==> src/rtl/fir_pkg.sv <==
// fir_pkg: shared FSM states and constants for the FIR BRAM engine
package fir_pkg;
    typedef enum logic [2:0] {
        S_IDLE,
        S_INIT,
        S_WAIT_IN,
        S_WRITE,
        S_MAC,
        S_OUT,
        S_DONE
    } state_t;
    localparam int NUM_TAP_DEF = 11;
    localparam int ADDR_SHIFT  = 2;
endpackage

==> src/rtl/fir_mac.sv <==
// fir_mac: signed multiply-accumulate; product and running sum wrap modulo 2^DATA_W
module fir_mac #(
    parameter int DATA_W = 32
) (
    input  logic              i_clk,
    input  logic              i_rst_n,
    input  logic              i_clear,
    input  logic              i_en,
    input  logic [DATA_W-1:0] i_a,
    input  logic [DATA_W-1:0] i_b,
    output logic [DATA_W-1:0] o_acc
);
    logic [DATA_W-1:0] w_prod;
    logic [DATA_W-1:0] r_acc;
    assign w_prod = DATA_W'($signed(i_a) * $signed(i_b));
    // clear wins over enable so a new result never inherits the previous sum
    always_ff @(posedge i_clk or negedge i_rst_n) begin
        if (!i_rst_n)
            r_acc <= '0;
        else if (i_clear)
            r_acc <= '0;
        else if (i_en)
            r_acc <= r_acc + w_prod;
    end
    assign o_acc = r_acc;
endmodule

==> src/rtl/fir_bram_engine.sv <==
// fir_bram_engine: streaming FIR filter with taps and sample history held in external BRAMs
module fir_bram_engine
    import fir_pkg::*;
#(
    parameter int NUM_TAP = NUM_TAP_DEF,
    parameter int DATA_W  = 32,
    parameter int ADDR_W  = 12
) (
    input  logic              axis_clk,
    input  logic              axis_rst_n,
    input  logic              ap_start,
    input  logic [31:0]       data_length,
    output logic              ap_idle,
    output logic              ap_done,
    input  logic              ss_tvalid,
    input  logic [DATA_W-1:0] ss_tdata,
    output logic              ss_tready,
    output logic              sm_tvalid,
    output logic [DATA_W-1:0] sm_tdata,
    output logic              sm_tlast,
    input  logic              sm_tready,
    output logic              tap_EN,
    output logic [3:0]        tap_WE,
    output logic [ADDR_W-1:0] tap_A,
    input  logic [DATA_W-1:0] tap_Do,
    output logic              data_EN,
    output logic [3:0]        data_WE,
    output logic [ADDR_W-1:0] data_A,
    output logic [DATA_W-1:0] data_Di,
    input  logic [DATA_W-1:0] data_Do
);
    localparam int IDX_W = $clog2(NUM_TAP + 1);
    localparam logic [IDX_W-1:0] LAST_IDX = IDX_W'(NUM_TAP - 1);
    localparam logic [IDX_W-1:0] TAP_CNT  = IDX_W'(NUM_TAP);

    state_t            r_state;
    logic [31:0]       r_len;
    logic [31:0]       r_cnt;
    logic [IDX_W-1:0]  r_ptr;
    logic [IDX_W-1:0]  r_didx;
    logic [IDX_W-1:0]  r_idx;
    logic [DATA_W-1:0] r_sample;
    logic [DATA_W-1:0] w_acc;
    logic              w_last;
    logic              w_mac;
    logic              w_wr;

    assign w_last = (r_cnt + 32'd1) == r_len;
    assign w_mac  = r_state == S_MAC;
    assign w_wr   = (r_state == S_INIT) || (r_state == S_WRITE);

    // frame sequencer: r_idx walks buffer words in INIT and tap slots in MAC,
    // r_didx walks the sample history backwards from the newest word
    always_ff @(posedge axis_clk or negedge axis_rst_n) begin
        if (!axis_rst_n) begin
            r_state  <= S_IDLE;
            r_len    <= '0;
            r_cnt    <= '0;
            r_ptr    <= '0;
            r_didx   <= '0;
            r_idx    <= '0;
            r_sample <= '0;
        end else begin
            case (r_state)
                S_IDLE: if (ap_start) begin
                    r_state <= S_INIT;
                    r_len   <= data_length;
                    r_cnt   <= '0;
                    r_ptr   <= '0;
                    r_idx   <= '0;
                end
                S_INIT: begin
                    r_idx <= r_idx + IDX_W'(1);
                    if (r_idx == LAST_IDX) begin
                        r_idx   <= '0;
                        r_state <= (r_len == 32'd0) ? S_DONE : S_WAIT_IN;
                    end
                end
                S_WAIT_IN: if (ss_tvalid) begin
                    r_sample <= ss_tdata;
                    r_state  <= S_WRITE;
                end
                S_WRITE: begin
                    r_idx   <= '0;
                    r_didx  <= r_ptr;
                    r_state <= S_MAC;
                end
                S_MAC: begin
                    r_idx  <= r_idx + IDX_W'(1);
                    r_didx <= (r_didx == '0) ? LAST_IDX : r_didx - IDX_W'(1);
                    if (r_idx == TAP_CNT)
                        r_state <= S_OUT;
                end
                S_OUT: if (sm_tready) begin
                    r_ptr   <= (r_ptr == LAST_IDX) ? '0 : r_ptr + IDX_W'(1);
                    r_cnt   <= r_cnt + 32'd1;
                    r_state <= w_last ? S_DONE : S_WAIT_IN;
                end
                S_DONE: r_state <= S_IDLE;
                default: r_state <= S_IDLE;
            endcase
        end
    end

    // products arrive one cycle after their addresses, so the first MAC cycle only issues reads
    fir_mac #(.DATA_W(DATA_W)) u_mac (
        .i_clk   (axis_clk),
        .i_rst_n (axis_rst_n),
        .i_clear (r_state == S_WRITE),
        .i_en    (w_mac && (r_idx != '0)),
        .i_a     (tap_Do),
        .i_b     (data_Do),
        .o_acc   (w_acc)
    );

    assign ap_idle   = r_state == S_IDLE;
    assign ap_done   = r_state == S_DONE;
    assign ss_tready = r_state == S_WAIT_IN;
    assign sm_tvalid = r_state == S_OUT;
    assign sm_tdata  = sm_tvalid ? w_acc : '0;
    assign sm_tlast  = sm_tvalid && w_last;
    assign tap_EN    = w_mac;
    assign tap_WE    = 4'h0;
    assign tap_A     = w_mac ? (ADDR_W'(r_idx) << ADDR_SHIFT) : '0;
    assign data_EN   = w_mac || w_wr;
    assign data_WE   = w_wr ? 4'hF : 4'h0;
    assign data_Di   = (r_state == S_WRITE) ? r_sample : '0;
    assign data_A    = (r_state == S_INIT)  ? (ADDR_W'(r_idx)  << ADDR_SHIFT) :
                       (r_state == S_WRITE) ? (ADDR_W'(r_ptr)  << ADDR_SHIFT) :
                       w_mac                ? (ADDR_W'(r_didx) << ADDR_SHIFT) : '0;
endmodule

==> config.mk <==
export PLATFORM = sky130hd
export DESIGN_NAME = fir_bram_engine
export DESIGN_NICKNAME = d
export VERILOG_FILES = /design/src/rtl/fir_pkg.sv /design/src/rtl/fir_mac.sv /design/src/rtl/fir_bram_engine.sv
export SDC_FILE = /design/constraint.sdc
export NUM_CORES = 2
export LEC_CHECK = 0
export CORE_MARGIN = 1.5
export CORE_UTILIZATION = 55
export DETAILED_ROUTE_END_ITERATION = 7
export PLACE_DENSITY = 0.82
export SYNTH_ARGS = -nofsm -noshare
export SYNTH_HDL_FRONTEND = slang
export SYNTH_SLANG_ARGS = --single-unit
==> constraint.sdc <==
create_clock -name axis_clk -period 8.7 [get_ports axis_clk]
set_clock_uncertainty 0.05 [all_clocks]
set_input_delay 2.175 -clock axis_clk [delete_from_list [all_inputs] [get_ports axis_clk]]
set_output_delay 2.175 -clock axis_clk [all_outputs]
set_load 0.01 [all_outputs]
==> results_dict.tcl <==
set metrics [dict create \
    outcome "completed" \
    cp_data_required_time_ns 8.99 \
    maxCapViolCount 0 \
    fin_nets 3837 \
    crit_buf_inv 9 \
    finalCriticalPeriod_ns 8.59 \
    grt-ovfl-total 0 \
    die_w_um 217 \
    synth-compound-area-share 0.0543 \
    hold_viol 0 \
    arrival_ns 8.88 \
    synth-simple-area-share 0.187 \
    insertion_delay_ns 0.46 \
    synth.avg_cell_area_um2 9.11 \
    grt_pass1_vias 21800 \
    drcViolationCount 0 \
    die_y_um 217 \
    core_mm2 0.0453 \
    dpl.hpwl_mm 58.3 \
    regToRegSetupSlack_ns 1.91 \
    synthMuxAreaShare 0.0335 \
    worstPathMaxFanout 5 \
    slowest_delay_ns 0.55 \
    cts_sinks 143 \
    critPathCaptureType "flop" \
    fin_tns_setup_ns 0 \
    fin_crit_sh 0.988 \
    hold_ws_ns 0.451 \
    grt.total_usage 0.320 \
    crit_top_cell "fa_1" \
    hold_buffers 0 \
    synth_cells 2764 \
    ios 236 \
    routed_wl_mm 76.1 \
    cts_root_buffer "clkbuf_16" \
    synth_top_family_by_area "adder cells" \
    initial_core_util 0.556 \
    fmax_mhz 116 \
    synth_ff_type "dfrtp_1" \
    syn_area_mm2 0.0252 \
    dr.pass1.iters 5 \
    ys_ff_latch 143 \
    grt.met2_usage 0.517 \
    wl_per_cell_um 20.4 \
    synth_xor_area_frac 0.0442 \
    grt_pass1_wl_mm 117 \
    cts_tree "done" \
    num_vias 20900 \
    yosysMostFrequentCell "inv_1" \
    gp_congestion 0.927 \
    clkTransAtPathRegs_ns 0.08 \
    cp_top_family "adder cells" \
    drtIter0Drc 2067 \
    placementRows 78 \
    h-tree-depth 4 \
    synth_warnings 0 \
    synth_top_area_frac 0.348 \
    grt_max_degree 76 \
    ys_seq_area_frac 0.142 \
    antenna_left 0 \
    synth_fa_ha_area_frac 0.427 \
    use_met1 0.427 \
    clockBufferDepth 2 \
    grt_antenna_before_repair 2 \
    yosys.area.top_type "fa_1" \
    portBuffers 215 \
    slew_viol_final 0 \
    slew-limit-headroom 0.156 \
    worst_pin_slew_ns 1.26 \
    critPathKind "in2reg" \
    busiest_layer "met2" \
    yosys-top-cells-count "537 x inv_1, 438 x fa_1, 340 x and2_1" \
    met3_usage 0.0678 \
    synth_cell_types 73 \
    dieArea_mm2 0.0471 \
    synth_edf_count 0 \
    viasPerCell 5.63 \
    synthArstFlopShare 1.00 \
    setup_violations 0 \
    layout-drive-gt1-share 0.160 \
    cts_made_buffers 17 \
    slowest_stage "fa_1" \
    yosys-top-cells-area "fa_1 35%, dfrtp_1 14%, and2_1 8.5%, inv_1 8.0%, ha_1 7.9%" \
    area_growth_pct 23.4 \
    hold_path_class "reg2reg" \
    cp-start-kind "input pin" \
]
==> layout make-up <==
cell class                      count  area [µm²]
Antenna cell                        1        2.50
Clock buffer                       18         439
Clock inverter                     14         166
Fill cell                        3266       14200
Inverter                          537        2020
Multi-Input combinational cell   1931       19400
Sequential cell                   143        3580
Tap cell                          600         751
Timing Repair Buffer              477        4720
==> flip-flops by register name, summed over array words and instances (netlist names) <==
name	flops
r_cnt	32
r_len	32
r_sample	32
u_mac.o_acc	32
r_didx	4
r_idx	4
r_ptr	4
r_state	3
==> through the flow <==
step                      std cells   util  setup WS [ns]  instance area, µm²
after CTS                      3694  0.667        -0.0142               30200
final                          3721  0.686          0.106               31100
after global routing           3721  0.686         -0.114               31100
after global placement         3645  0.647         -0.568               29300
after detailed placement       3645  0.647         -0.744               29300
after floorplan                2783      -         0.0105               25300
==> metal layers <==
layer	wire, µm	vias to the layer above
li1	-	9080
met1	29400	10500
met2	35600	1114
met3	7440	270
met4	3570	0
met5	0	-
==> kinds of logic after synthesis <==
logic type	count (synthesis)
simple gates	894
buf+inv	709
fa+ha+maj	597
compound gates	217
flops	143
xor+xnor	127
mux	76
other cells	1
==> repair_timing <==
| action | in CTS | in global routing |
|---|---|---|
| buffers inserted | 13 | 18 |
| cloned | 4 | 10 |
| gates resized for setup | 52 | 181 |
| endpoints found under the setup margin | 10 | 11 |
| pin swaps | 23 | 127 |
==> worst reg2reg max path, stage by stage, from the launching register on <==
cell and delay (ns):
dfrtp_1 0.47, fa_1 0.54, fa_1 0.55, inv_1 0.05, fa_1 0.50, fa_1 0.45, fa_1 0.51, inv_1 0.04
ha_1 0.28, fa_1 0.48, inv_1 0.05, fa_1 0.48, inv_1 0.07, ha_4 0.23, nand4_1 0.13, buf_4 0.13
nor2_1 0.04, a211oi_2 0.28, a21boi_4 0.11, buf_6 0.15, o31a_1 0.32, o41ai_2 0.35, mux2i_1 0.29, nand3_1 0.10
==> final timing paths <==
kind,to,start,cells past startpoint
max in group asynchronous,u_mac.o_acc[17]$_DFFE_PN0P_,axis_rst_n,2
min reg2reg,u_mac.o_acc[15]$_DFFE_PN0P_,u_mac.o_acc[15]$_DFFE_PN0P_,2
min,u_mac.o_acc[15]$_DFFE_PN0P_,u_mac.o_acc[15]$_DFFE_PN0P_,2
min in group asynchronous,r_sample[23]$_DFFE_PN0P_,axis_rst_n,1
max reg2reg,u_mac.o_acc[24]$_DFFE_PN0P_,u_mac.o_acc[17]$_DFFE_PN0P_,23
max,u_mac.o_acc[24]$_DFFE_PN0P_,tap_Do[9],26
==> cell usage in the layout (no fill, tap or decap), drive strengths merged, types with 46 or more instances in the layout <==
master         Yosys  layout
and2             341     341
and3              46      46
buf               43     254
clkdlybuf4s50      0     170
dfrtp            143     143
fa               438     438
ha               159     159
inv              537     546
mux2              65      65
nand2            280     280
nand3             55      55
nor2              81      81
o21ai             85      85
xnor2             96      96
Power is left out: the tool's default activity adds up to more than one toggle a clock period on the data nets, which glitch-free logic cannot reach.
